**config.mk**
```make
export PLATFORM = sky130hd
export DESIGN_NAME = serial_adder
export DESIGN_NICKNAME = d
export VERILOG_FILES = /design/src/rtl/serial_adder_pkg.sv /design/src/rtl/serial_adder_full_adder.sv /design/src/rtl/serial_adder.sv
export SDC_FILE = /design/constraint.sdc
export NUM_CORES = 1
export LEC_CHECK = 0
export CAP_MARGIN = 20
export CELL_PAD_IN_SITES_DETAIL_PLACEMENT = 2
export CELL_PAD_IN_SITES_GLOBAL_PLACEMENT = 2
export CORE_MARGIN = 5
export CORE_UTILIZATION = 37
export CTS_CLUSTER_SIZE = 40
export DETAILED_ROUTE_END_ITERATION = 10
export GPL_TIMING_DRIVEN = 0
export MAX_ROUTING_LAYER = met4
export PLACE_DENSITY_LB_ADDON = 0.05
export SYNTH_ARGS = -nofsm -noshare
export SYNTH_HDL_FRONTEND = slang
export SYNTH_SLANG_ARGS = --single-unit
export TNS_END_PERCENT = 30
```
**constraint.sdc**
```tcl
create_clock -name clk -period 3.7 [get_ports clk]
set_input_delay 0.74 -clock clk [delete_from_list [all_inputs] [get_ports clk]]
set_output_delay 0.74 -clock clk [all_outputs]
set_load 0.005 [all_outputs]
```
**src/rtl/serial_adder_pkg.sv**
```systemverilog
`default_nettype none
// ============================================================================
//  Module      : serial_adder_pkg
//  Description : Shared definitions for the bit-serial adder: FSM state
//                encodings and the default operand width.
//  Ports       : none (package)
//  Revision    : 1.0 - initial release
// ============================================================================
package serial_adder_pkg;

  localparam int DEFAULT_WIDTH = 8;

  typedef enum logic [1:0] {
    IDLE  = 2'd0,
    SHIFT = 2'd1,
    DONE  = 2'd2
  } state_e;

endpackage : serial_adder_pkg
`default_nettype wire

```
**src/rtl/serial_adder_full_adder.sv**
```systemverilog
`default_nettype none
// ============================================================================
//  Module      : full_adder
//  Description : Single-bit full adder cell, purely combinational.
//  Ports       : a, b, c  - addend bits and carry-in
//                sum      - a ^ b ^ c
//                carry    - majority(a, b, c)
//  Revision    : 1.0 - initial release
// ============================================================================
module full_adder (
  input  logic a,
  input  logic b,
  input  logic c,
  output logic sum,
  output logic carry
);

  assign sum   = a ^ b ^ c;
  assign carry = (a & b) | (c & (a ^ b));

endmodule : full_adder
`default_nettype wire

```
**src/rtl/serial_adder.sv**
```systemverilog
`default_nettype none
// ============================================================================
//  Module      : serial_adder
//  Description : Bit-serial WIDTH-bit adder. Operands are captured on an
//                accepted start, then one bit per clock is added LSB first
//                through a single full_adder with the carry held in a flop.
//                The assembled result is published with a one-cycle done.
//  Ports       : clk      - system clock, rising edge
//                rst      - asynchronous active-high reset
//                start    - begin an addition (accepted in IDLE or DONE)
//                a_in     - operand A, captured on accepted start
//                b_in     - operand B, captured on accepted start
//                cin      - carry-in, captured on accepted start
//                busy     - addition in progress (exactly WIDTH cycles)
//                done     - one-cycle pulse, result valid
//                sum_out  - result sum, held until the next completion
//                cout     - final carry-out, held with sum_out
//  Revision    : 1.0 - initial release
// ============================================================================
module serial_adder
  import serial_adder_pkg::*;
#(
  parameter int WIDTH = DEFAULT_WIDTH
) (
  input  logic             clk,
  input  logic             rst,
  input  logic             start,
  input  logic [WIDTH-1:0] a_in,
  input  logic [WIDTH-1:0] b_in,
  input  logic             cin,
  output logic             busy,
  output logic             done,
  output logic [WIDTH-1:0] sum_out,
  output logic             cout
);

  localparam int CNT_W = $clog2(WIDTH + 1);
  localparam logic [CNT_W-1:0] LAST_BIT = CNT_W'(WIDTH - 1);

  state_e             state_q,   state_d;
  logic [WIDTH-1:0]   a_sr_q,    a_sr_d;
  logic [WIDTH-1:0]   b_sr_q,    b_sr_d;
  // Only WIDTH-1 partial sum bits need storing: the final bit comes straight
  // from the adder on the completing edge.
  logic [WIDTH-2:0]   sum_sr_q,  sum_sr_d;
  logic               carry_q,   carry_d;
  logic [CNT_W-1:0]   cnt_q,     cnt_d;
  logic [WIDTH-1:0]   sum_out_q, sum_out_d;
  logic               cout_q,    cout_d;

  logic               fa_sum;
  logic               fa_carry;
  logic [WIDTH-1:0]   sum_cat;

  full_adder u_full_adder (
    .a     (a_sr_q[0]),
    .b     (b_sr_q[0]),
    .c     (carry_q),
    .sum   (fa_sum),
    .carry (fa_carry)
  );

  // New sum bit enters at the MSB; after WIDTH shifts bit 0 of the first
  // addition has reached the LSB of this concatenation.
  assign sum_cat = {fa_sum, sum_sr_q};

  always_comb begin
    state_d   = state_q;
    a_sr_d    = a_sr_q;
    b_sr_d    = b_sr_q;
    sum_sr_d  = sum_sr_q;
    carry_d   = carry_q;
    cnt_d     = cnt_q;
    sum_out_d = sum_out_q;
    cout_d    = cout_q;

    case (state_q)
      IDLE, DONE: begin
        if (start) begin
          a_sr_d   = a_in;
          b_sr_d   = b_in;
          carry_d  = cin;
          cnt_d    = '0;
          sum_sr_d = '0;
          state_d  = SHIFT;
        end else begin
          state_d  = IDLE;
        end
      end

      SHIFT: begin
        sum_sr_d = sum_cat[WIDTH-1:1];
        carry_d  = fa_carry;
        a_sr_d   = a_sr_q >> 1;
        b_sr_d   = b_sr_q >> 1;
        cnt_d    = cnt_q + CNT_W'(1);
        if (cnt_q == LAST_BIT) begin
          sum_out_d = sum_cat;
          cout_d    = fa_carry;
          state_d   = DONE;
        end
      end

      default: begin
        state_d = IDLE;
      end
    endcase
  end

  always_ff @(posedge clk or posedge rst) begin
    if (rst) begin
      state_q   <= IDLE;
      a_sr_q    <= '0;
      b_sr_q    <= '0;
      sum_sr_q  <= '0;
      carry_q   <= 1'b0;
      cnt_q     <= '0;
      sum_out_q <= '0;
      cout_q    <= 1'b0;
    end else begin
      state_q   <= state_d;
      a_sr_q    <= a_sr_d;
      b_sr_q    <= b_sr_d;
      sum_sr_q  <= sum_sr_d;
      carry_q   <= carry_d;
      cnt_q     <= cnt_d;
      sum_out_q <= sum_out_d;
      cout_q    <= cout_d;
    end
  end

  assign busy    = (state_q == SHIFT);
  assign done    = (state_q == DONE);
  assign sum_out = sum_out_q;
  assign cout    = cout_q;

endmodule : serial_adder
`default_nettype wire
```
# ---- After elaboration in Yosys (flattened, before gate mapping)
# Cells that the tools add are included.
dict set report classes {
  addsub 1
  reduce_logical 5
  muxes 13
  n_eq_ne 5
  bitwise_logic 5
}
# cell count
set op_table {}
lappend op_table {{$pmux 8 s2} 2}
lappend op_table {{$mux 8} 2}
lappend op_table {{$pmux 7 s2} 1}
lappend op_table {{$pmux 4 s2} 1}
lappend op_table {{$mux 7} 1}
lappend op_table {{$add 4x1->4 const B} 1}
lappend op_table {{$eq 4x3->1 const B} 1}
lappend op_table {{$mux 4} 1}
lappend op_table {{$pmux 2 s2} 1}
lappend op_table {{$reduce_and 2->1} 2}
lappend op_table {{$and 1x1->1} 2}
lappend op_table {{$eq 2x1->1 const B} 1}
lappend op_table {{$eq 2x2->1 const B} 1}
lappend op_table {{$logic_not 2->1} 1}
lappend op_table {{$mux 1} 2}
lappend op_table {{$mux 2} 1}
lappend op_table {{$ne 2x1->1 const B} 1}
lappend op_table {{$ne 2x2->1 const B} 1}
lappend op_table {{$pmux 1 s2} 1}
lappend op_table {{$reduce_bool 2->1} 1}
lappend op_table {{$reduce_or 2->1} 1}
lappend op_table {{$xor 1x1->1} 2}
lappend op_table {{$or 1x1->1} 1}
dict set report totals {
  inputBits 20
  out_inout_bits 11
  register_bits 39
}

# ---- Logic depth before layout (Yosys ltp)
# Gate-level depths: netlist of the first run.
dict set report logic_depth {
  ltp_word 4
  ltp_mapped 5
  ltp_nobuf 4
}

# ---- Cells and area by module
# From an unflattened synthesis of the first run, not the netlist that was laid out.
dict set report hier_totals {
  hier_cells 116
  hier_area_um2 1600.3
}
# module instances seq_area_each_um2 cells_each area_per_inst_um2
set by_module_without_submodules {}
lappend by_module_without_submodules {serial_adder 1 975.9 115 1580.3}
lappend by_module_without_submodules {full_adder 1 0.0 1 20.0}

# ---- Worst setup path after synthesis of the first run
# Ideal clock, no wire load.
dict set report synth_path {
  kind {flip-flop to output port}
  startpoint {register state_q[1]}
  endpoint {output busy}
  required_time_ps 2960
  stages_incl_launch_ff 4
  slack_ps 1996
  arrival_ps 964
  path_cell_list {dfrtp_1 -> and2b_1 -> buf_2 -> buf_2}
}
dict set report synth_via {
  elab_chain_len 1
}
# element line_no
set synth_lines {}
lappend synth_lines {{start, declared} serial_adder.sv:40} ;# state_e state_q, state_d;
lappend synth_lines {{start signal, assigned} serial_adder.sv:121} ;# state_q <= state_d;
lappend synth_lines {{$eq 2x1->1} serial_adder.sv:132} ;# assign busy = (state_q == SHIFT);
lappend synth_lines {{end, declared} serial_adder.sv:31} ;# output logic busy,
# Every way passes these cells.

# ---- Final worst setup path of the first run
# Same ends and word-level chain as after synthesis.

==> impl_metrics.py, run 1 <==
metrics = {
    "timing": {
        "finalCritPeriodShare": 0.732,
        "finalSetupViolCount": 0,
        "rsz0062_at_grt": "false",
        "hold_viol_final": 0,
        "worst_pin_slew_ns": 0.810,
        "slew_violations": 0,
        "tns_ns": 0,
        "timing.hold.ws_ns": 0.478,
        "fin_skew_ns": 0.00525,
        "slew_headroom": 0.459,
        "max_freq_ghz": 0.369,
        "min_period_ns": 2.71,
    },
    "power_and_ir_drop": {
        "p_int_w": 0.00114,
        "combPwrFrac": 0.405,
        "power.share.sequential": 0.435,
        "power_density_nw_per_um2": 829,
        "irDropWorstVdd_mv": 0.235,
        "p_total_w": 0.00170,
        "power_switching_w": 0.000557,
        "clkPwrFrac": 0.160,
        "total_leakage_power_nw": 1.02,
        "switching_share": 0.328,
    },
    "clocking": {
        "cts.sinks": 39,
        "hold_buffers": 0,
        "cts_made_buffers": 5,
        "cts_root_buf": "clkbuf_8",
        "tritoncts": "done",
        "cts_resized": 0,
        "postCtsSetupBuffers": 0,
        "cts_buffer_depth": 2,
        "h-tree-depth": 2,
        "clkSlewWorstSetupHoldPaths_ns": 0.07,
        "clk_latency_ns": 0.29,
    },
    "worst_setup_path": {
        "cp_slowest_cell": "clkdlybuf4s50_1",
        "r2r-start": "state_q[0]$_DFFE_PP0P_",
        "cpMostUsedCell": "buf_2",
        "cp-end-kind": "output pin",
        "reg2reg_slack_ns": 2.13,
        "cp.required_ns": 2.96,
        "worst_setup_path_start_kind": "flip-flop",
        "path_cells": "and2b_1, buf_2, buf_2, clkdlybuf4s50_1",
        "r2r-end": "cnt_q[2]$_DFFE_PP0P_",
        "critical_path_class": "reg2out",
        "max_stage_delay_ns": 0.54,
        "cp_max_fo": 10,
        "r2r_cells": 5,
        "arrival_ns": 1.97,
    },
    "layout": {
        "nets": 175,
        "drive_above_1_share": 0.175,
        "stdcell_area_um2": 2050,
        "diodes": 0,
        "fin_util": 0.481,
        "final_cell_mix": "dfrtp_1 (39), clkdlybuf4s50_1 (30), a22o_1 (26)",
        "syn_to_final_growth_pct": 28.1,
        "final_common_cell": "dfrtp_1",
    },
    "detailed_routing": {
        "vias": 1067,
        "vias_per_cell": 5.18,
        "drt_iter0_drc": 37,
        "ant_nets": 0,
        "wl_per_cell_um": 17.0,
        "first_pass_iters": 2,
        "drt-total-wl_um": 3500,
        "route.detailed.drc": 0,
    },
    "job": {
        "maxCapViolations": 0,
    },
    "placement": {
        "hpwl_um": 2540,
        "gp_routability_congestion": 0.763,
        "dpl_cell_area_um2": 1970,
        "portBuffers": 30,
    },
    "floorplan": {
        "core_um2": 4260,
        "die_w_um": 75.8,
        "dieHeight_um": 75.8,
        "rows": 24,
        "start_util": 0.375,
        "ios": 31,
        "die_area_um2": 5740,
    },
    "grt": {
        "grt_overflow": 0,
        "grt_pass1_wl_um": 6080,
        "grt_max_degree": 40,
        "antenna_found_initial": 0,
        "grt_util_all_layers": 0.148,
        "grt_pass1_vias": 1232,
    },
    "outcome": {
        "status": "complete, no violations",
    },
    "synthesis": {
        "synth_cell_types": 20,
        "yosys_warnings": 0,
        "synth.cell_area_um2": 1600,
        "syn_area_per_cell_um2": 13.8,
        "synth_seq_cells": 39,
        "synth_cells": 116,
        "yosysSeqAreaShare": 0.610,
        "synth_fp_nets": 138,
    },
    "hold_path": {
        "min_from": "b_sr_q[6]$_DFFE_PP0P_",
        "holdPathEnd": "b_sr_q[6]$_DFFE_PP0P_",
        "hp-class": "reg2reg",
        "hold_path_depth": 1,
    },
}
==> cell families after synthesis <==
kind of cell               synth area share
xor gates and xnor gates            0.00547
and+or+nand+nor                      0.0422
muxes                                0.0758
buffers and inverters                0.0305
DFF                                   0.610
AOI/OAI and AO/OA                     0.216
adders and majority gates            0.0203
==> through the flow <==
stage | instances | worst slack, ns
2_1_floorplan | 116 | 2.00
3_3_place_gp | 198 | 1.25
3_5_place_dp | 198 | 1.28
4_1_cts | 206 | 0.946
5_1_grt | 206 | 0.865
6_report | 206 | 0.992
==> registers in the layout, indices dropped and copies added (netlist names) <==
name      count
state_q       2
sum_sr_q      7
cnt_q         4
sum_out       8
cout          1
carry_q       1
a_sr_q        8
b_sr_q        8
==> metal layers <==
metal	global-route usage	vias to the layer above	share of wire
li1	-	498	-
met1	0.182	540	0.44
met2	0.235	24	0.51
met3	0.0317	5	0.038
met4	0.0641	0	0.013
met5	-	-	0
==> worst max path at each step <==
| stage | from | endpoint | cells past startpoint |
|---|---|---|---|
| floorplan | state_q[1]$_DFFE_PP0P_ | busy | 3 |
| global placement | rst | a_sr_q[3]$_DFFE_PP0P_ | 2 |
| detailed placement | start | cnt_q[2]$_DFFE_PP0P_ | 6 |
| CTS | state_q[1]$_DFFE_PP0P_ | busy | 4 |
| global route | state_q[1]$_DFFE_PP0P_ | busy | 4 |
| finish | state_q[1]$_DFFE_PP0P_ | busy | 4 |
==> cells in the mapped netlist <==
cell type	instances	area, µm²
buf_4	2	15.0
mux2_2	9	101
nor3b_1	1	7.51
xnor2_1	1	8.76
fa_1	1	20.0
ha_1	1	12.5
dfrtp_1	39	976
nand2_1	3	11.3
a21o_1	15	113
buf_2	6	30.0
mux2i_1	2	20.0
nand4_1	1	6.26
nor2_1	1	3.75
and2b_1	1	7.51
nand2b_1	1	6.26
nor2_2	1	6.26
o21ai_0	1	5.00
a22o_1	26	228
nor2b_1	3	18.8
inv_1	1	3.75
==> worst max-delay path, delay by kind of cell (launching register included) <==
| kind | cells | cell delay [ns] |
|---|---|---|
| DFF | 1 | 0.37 |
| buffers and inverters | 3 | 1.06 |
| and+or+nand+nor | 1 | 0.26 |
==> power groups by stage <==
stage	sequential, W	combinational (W)	clock [W]
after detailed placement	0.000750	0.000703	0
after CTS	0.000742	0.000708	0.000286
after global placement	0.000734	0.000675	0
after global routing	0.000766	0.000769	0.000308
after floorplan	0.000716	0.000466	0
final	0.000739	0.000689	0.000272
==> final cells by class <==
class	count	area [µm²]
inverter	1	3.75
fill	435	2210
clock inverter	3	15.0
tap	52	65.1
buffer	8	45.0
sequential	39	976
clock buffer	5	68.8
timing repair buffer	30	300
multi-input combinational	68	576
(Power assumes the default switching activity.)
==> run 2, diff against run 1 <==
CORE_UTILIZATION = 34   (was 37)
clock period = 2.5 ns   (was 3.7 ns; I/O delays follow)
==> run 2 against run 1 <==
  * Critical path depth fell by 1
  * Total power increased by 47%
  * Sequential power grew 47%
  * Clock-buffer cell count increased by 1
  * Worst hold slack gained 0.0045 ns
  * Design area is 0.55% lower
==> impl_metrics.py, run 2 (same netlist as run 1, synthesis figures left out) <==
metrics = {
    "clocking": {
        "tritoncts": "done",
        "cts.sinks": 39,
        "clkSlewWorstSetupHoldPaths_ns": 0.07,
        "hold_buffers": 0,
        "cts_buffer_depth": 2,
        "postCtsSetupBuffers": 0,
        "cts_made_buffers": 5,
        "cts_root_buf": "clkbuf_8",
        "clk_latency_ns": 0.29,
        "h-tree-depth": 2,
    },
    "hold_path": {
        "hp-class": "reg2reg",
        "holdPathEnd": "b_sr_q[2]$_DFFE_PP0P_",
        "min_from": "b_sr_q[2]$_DFFE_PP0P_",
        "hold_path_depth": 1,
    },
    "power_and_ir_drop": {
        "total_leakage_power_nw": 1.01,
        "power_density_nw_per_um2": 1230,
        "switching_share": 0.326,
        "irDropWorstVdd_mv": 0.367,
        "combPwrFrac": 0.406,
        "p_int_w": 0.00168,
        "power_switching_w": 0.000815,
        "clkPwrFrac": 0.157,
        "power.share.sequential": 0.436,
    },
    "worst_setup_path": {
        "worst_setup_path_start_kind": "flip-flop",
        "critical_path_class": "reg2out",
        "r2r-start": "cnt_q[0]$_DFFE_PP0P_",
        "cp.required_ns": 2.00,
        "r2r_cells": 5,
        "cp_max_fo": 19,
        "arrival_ns": 1.80,
        "cp-end-kind": "output pin",
        "r2r-end": "cout$_DFFE_PP0P_",
        "reg2reg_slack_ns": 0.92,
    },
    "layout": {
        "nFillCells": 470,
        "nets": 174,
        "diodes": 0,
        "fin_util": 0.437,
        "drive_above_1_share": 0.152,
        "final_cell_mix": "dfrtp_1 (39), clkdlybuf4s50_1 (30), a22o_1 (26)",
        "final_common_cell": "dfrtp_1",
        "syn_to_final_growth_pct": 27.4,
    },
    "timing": {
        "fin_skew_ns": 0.00246,
        "rsz0062_at_grt": "false",
        "max_freq_ghz": 0.435,
        "hold_viol_final": 0,
        "tns_ns": 0,
        "worst_pin_slew_ns": 0.833,
        "finalCritPeriodShare": 0.919,
        "slew_headroom": 0.444,
        "finalSetupViolCount": 0,
        "min_period_ns": 2.30,
        "slew_violations": 0,
    },
    "grt": {
        "grt_util_all_layers": 0.133,
        "grt_pass1_vias": 1216,
        "grt_max_degree": 40,
        "grt_overflow": 0,
        "grt_pass1_wl_um": 6140,
        "antenna_found_initial": 0,
    },
    "floorplan": {
        "start_util": 0.343,
        "core_um2": 4660,
        "dieHeight_um": 78.6,
        "ios": 31,
        "die_area_um2": 6180,
        "rows": 25,
        "die_w_um": 78.6,
    },
    "detailed_routing": {
        "drt-total-wl_um": 3500,
        "first_pass_iters": 4,
        "vias_per_cell": 5.27,
        "ant_nets": 0,
        "wl_per_cell_um": 17.1,
        "drt_iter0_drc": 11,
        "vias": 1081,
        "route.detailed.drc": 0,
    },
    "job": {
        "maxCapViolations": 0,
    },
    "placement": {
        "hpwl_um": 2470,
        "portBuffers": 30,
        "gp_routability_congestion": 0.678,
    },
    "outcome": {
        "status": "complete, no violations",
    },
}
==> run 2: cell count changes in the layout (fill, tap and decap cells not counted) <==
cell / change
buf_2: -2
clkinv_2: -3
clkbuf_4: +1
clkbuf_1: +1
==> run 2: power by group through the flow <==
stage	Sequential (W)	Combinational, W	Clock (W)
finish	0.00109	0.00102	0.000393
global route	0.00113	0.00112	0.000438
CTS	0.00109	0.00104	0.000409
detailed placement	0.00110	0.00105	0
global placement	0.00109	0.000999	0
floorplan	0.00106	0.000690	0
==> run 2: stage by stage <==
step	cell area (µm²)	total power (W)	setup WS [ns]	instances	hold slack, ns
final	2040	0.00250	0.203	205	0.482
after global routing	2040	0.00269	0.103	205	0.507
after CTS	2040	0.00254	0.0592	205	0.488
after detailed placement	1970	0.00215	0.262	200	0.472
after global placement	1970	0.00208	0.257	200	0.459
after floorplan	1600	0.00175	1.04	116	0.450
==> run 2: routing by layer <==
metal  vias up  global-route usage  share of wire
li1        494                   -              -
met1       554               0.165           0.46
met2        26               0.207           0.48
met3         7              0.0333          0.035
met4         0              0.0524          0.021
met5         -                   -              0
==> run 2: timing repair <==
item,in CTS,in global routing
gates resized for setup,0,1
pin swaps,0,0
gates cloned,0,0
setup endpoints to repair,1,1
==> run 2: cell type report <==
| cell class | instances | area [µm²] | area share |
|---|---|---|---|
| sequential | 39 | 976 | 0.479 |
| multi-input combinational | 68 | 576 | 0.282 |
| timing repair buffer | 30 | 300 | 0.147 |
| clock buffer | 6 | 72.6 | 0.0356 |
| tap | 54 | 67.6 | 0.0331 |
| buffer | 7 | 42.5 | 0.0209 |
| inverter | 1 | 3.75 | 0.00184 |
==> run 2: worst max-delay path, stage by stage (launching register included) <==
cell and delay (ns):
dfrtp_1 0.37, and2b_1 0.27, clkbuf_4 0.31, clkdlybuf4s50_1 0.56
==> run 2: worst max-delay path by stage <==
stage                           start                    end  slack (ns)  cells after the start
6_report       state_q[1]$_DFFE_PP0P_                   busy        0.20                      3
5_1_grt        state_q[1]$_DFFE_PP0P_                   busy        0.10                      3
4_1_cts        state_q[1]$_DFFE_PP0P_                   busy        0.06                      3
3_5_place_dp   state_q[1]$_DFFE_PP0P_                   busy        0.26                      4
3_3_place_gp                      rst  a_sr_q[4]$_DFFE_PP0P_        0.26                      2
2_1_floorplan  state_q[1]$_DFFE_PP0P_                   busy        1.04                      3
==> run 3, diff against run 2 <==
SLEW_MARGIN = 20   (was default)
TNS_END_PERCENT = 50   (was 30)
==> run 3 against run 2 <==
  * Core utilization rose by 1.0 points
  * Via count rose by 0.46%
  * Sequential share of layout area fell by 1.1 points
  * Sequential power barely moved
  * Critical path depth did not move
  * Clock power rose by 18%
  * Die area did not move
  * Critical path type unchanged
  * Largest power group unchanged
==> impl_metrics.py, run 3 (same netlist as run 1, synthesis figures left out) <==
metrics = {
    "grt": {
        "met2_usage": 0.207,
        "antenna_found_initial": 0,
        "grt_max_degree": 27,
        "grt_util_all_layers": 0.135,
        "grt_pass1_wl_um": 6190,
        "grt.busiest_layer": "met2",
        "grt_pass1_vias": 1210,
        "grt_overflow": 0,
        "use_met1": 0.168,
        "grt_util_met3": 0.0413,
    },
    "timing": {
        "finalSetupViolCount": 0,
        "max_freq_ghz": 0.436,
        "slew_violations": 0,
        "slew_headroom": 0.775,
        "min_period_ns": 2.29,
        "finalCritPeriodShare": 0.917,
        "worst_pin_slew_ns": 0.336,
        "fin_skew_ns": 0.00357,
        "hold_viol_final": 0,
        "rsz0062_at_grt": "false",
        "tns_ns": 0,
    },
    "hold_path": {
        "hp-class": "reg2reg",
        "hold_path_depth": 1,
        "min_from": "b_sr_q[4]$_DFFE_PP0P_",
        "holdPathEnd": "b_sr_q[4]$_DFFE_PP0P_",
    },
    "floorplan": {
        "rows": 25,
        "dieHeight_um": 78.6,
        "die_area_um2": 6180,
        "die_w_um": 78.6,
        "ios": 31,
        "start_util": 0.343,
        "core_um2": 4660,
    },
    "clocking": {
        "cts.sinks": 39,
        "cts_buffer_depth": 2,
        "cts_made_buffers": 5,
        "hold_buffers": 0,
        "clkSlewWorstSetupHoldPaths_ns": 0.07,
        "clk_latency_ns": 0.29,
        "cts_root_buf": "clkbuf_8",
        "h-tree-depth": 2,
        "tritoncts": "done",
    },
    "layout": {
        "syn_to_final_growth_pct": 30.3,
        "final_cell_mix": "dfrtp_1 (39), clkdlybuf4s50_1 (30), a22o_1 (26)",
        "final_cells": 208,
        "fin_util": 0.448,
        "diodes": 0,
        "nets": 175,
        "drive_above_1_share": 0.169,
        "nFillCells": 462,
        "final_common_cell": "dfrtp_1",
        "multi_input_area_um2": 576,
        "seqCellArea_um2": 976,
    },
    "power_and_ir_drop": {
        "p_int_w": 0.00175,
        "p_total_w": 0.00257,
        "power_density_nw_per_um2": 1230,
        "power_switching_w": 0.000819,
        "combPwrFrac": 0.395,
        "total_leakage_power_nw": 1.03,
        "switching_share": 0.318,
        "irDropWorstVdd_mv": 0.371,
        "clkPwrFrac": 0.181,
        "power.share.sequential": 0.424,
    },
    "worst_setup_path": {
        "max_stage_delay_ns": 0.55,
        "path_cells": "and2b_1, clkbuf_4, clkdlybuf4s50_1",
        "worst_setup_path_start_kind": "flip-flop",
        "r2r-start": "cnt_q[0]$_DFFE_PP0P_",
        "r2r-end": "cout$_DFFE_PP0P_",
        "cp-end-kind": "output pin",
        "arrival_ns": 1.79,
        "cp.required_ns": 2.00,
        "r2r_cells": 5,
        "cp_slowest_cell": "clkdlybuf4s50_1",
        "critical_path_class": "reg2out",
        "reg2reg_slack_ns": 0.93,
        "cp_max_fo": 19,
    },
    "job": {
        "maxCapViolations": 0,
    },
    "outcome": {
        "status": "complete, no violations",
    },
    "detailed_routing": {
        "wl_per_cell_um": 17.0,
        "ant_nets": 0,
        "vias": 1086,
        "drt_iter0_drc": 22,
        "first_pass_iters": 3,
        "route.detailed.drc": 0,
        "drt-total-wl_um": 3530,
        "vias_per_cell": 5.22,
    },
    "placement": {
        "hpwl_um": 2560,
        "gp_routability_congestion": 0.678,
        "dp.cells": 201,
        "portBuffers": 30,
    },
}
==> run 3: cell types whose count changed in the layout (fill, tap and decap cells not counted), sizes merged <==
cell	delta
clkbuf	+2
buf	+1
==> run 3: area by class of cell <==
class                           instances  share of cell area
Timing Repair Buffer                   31               0.154
Sequential cell                        39               0.468
Clock buffer                            8              0.0480
Buffer                                  7              0.0204
Inverter                                1             0.00180
Tap cell                               54              0.0324
Multi-Input combinational cell         68               0.276
==> run 3: timing repair <==
item                       CTS  global route
hold endpoints to repair     0             0
setup endpoints to repair    1             1
gates resized for setup      0             1
buffers inserted             0             0
pin swaps                    0             0
==> run 3: power by group through the flow <==
| stage | combinational [W] | sequential (W) | clock, W |
|---|---|---|---|
| after floorplan | 0.000690 | 0.00106 | 0 |
| after global placement | 0.000999 | 0.00109 | 0 |
| after detailed placement | 0.00105 | 0.00110 | 0 |
| after CTS | 0.00104 | 0.00110 | 0.000487 |
| after global routing | 0.00112 | 0.00113 | 0.000517 |
| final | 0.00102 | 0.00109 | 0.000465 |
==> run 3: metrics by stage <==
step / hold WS, ns / area, µm² / worst slack (ns)
floorplan: 0.450 / 1600 / 1.04
global placement: 0.459 / 1970 / 0.257
detailed placement: 0.472 / 1990 / 0.272
CTS: 0.489 / 2080 / 0.0756
global route: 0.508 / 2090 / 0.0899
finish: 0.483 / 2090 / 0.207
==> run 3: worst max-delay path by stage <==
stage,startpoint,end,slack [ns],cells past startpoint
floorplan,state_q[1]$_DFFE_PP0P_,busy,1.04,3
global route,state_q[1]$_DFFE_PP0P_,busy,0.09,3
finish,state_q[1]$_DFFE_PP0P_,busy,0.21,3
CTS,state_q[1]$_DFFE_PP0P_,busy,0.08,3
global placement,rst,a_sr_q[4]$_DFFE_PP0P_,0.26,2
detailed placement,state_q[1]$_DFFE_PP0P_,busy,0.27,4
==> run 3: worst max-delay path, delay by kind of cell (launching register included) <==
kind | cells | cell delay, ns
buffers and inverters | 2 | 0.86
DFF | 1 | 0.37
and+or+nand+nor | 1 | 0.27
==> run 3: layer usage <==
layer | vias up | share of wire
li1 | 498 | -
met1 | 559 | 0.46
met2 | 24 | 0.49
met3 | 5 | 0.039
met4 | 0 | 0.012
met5 | - | 0
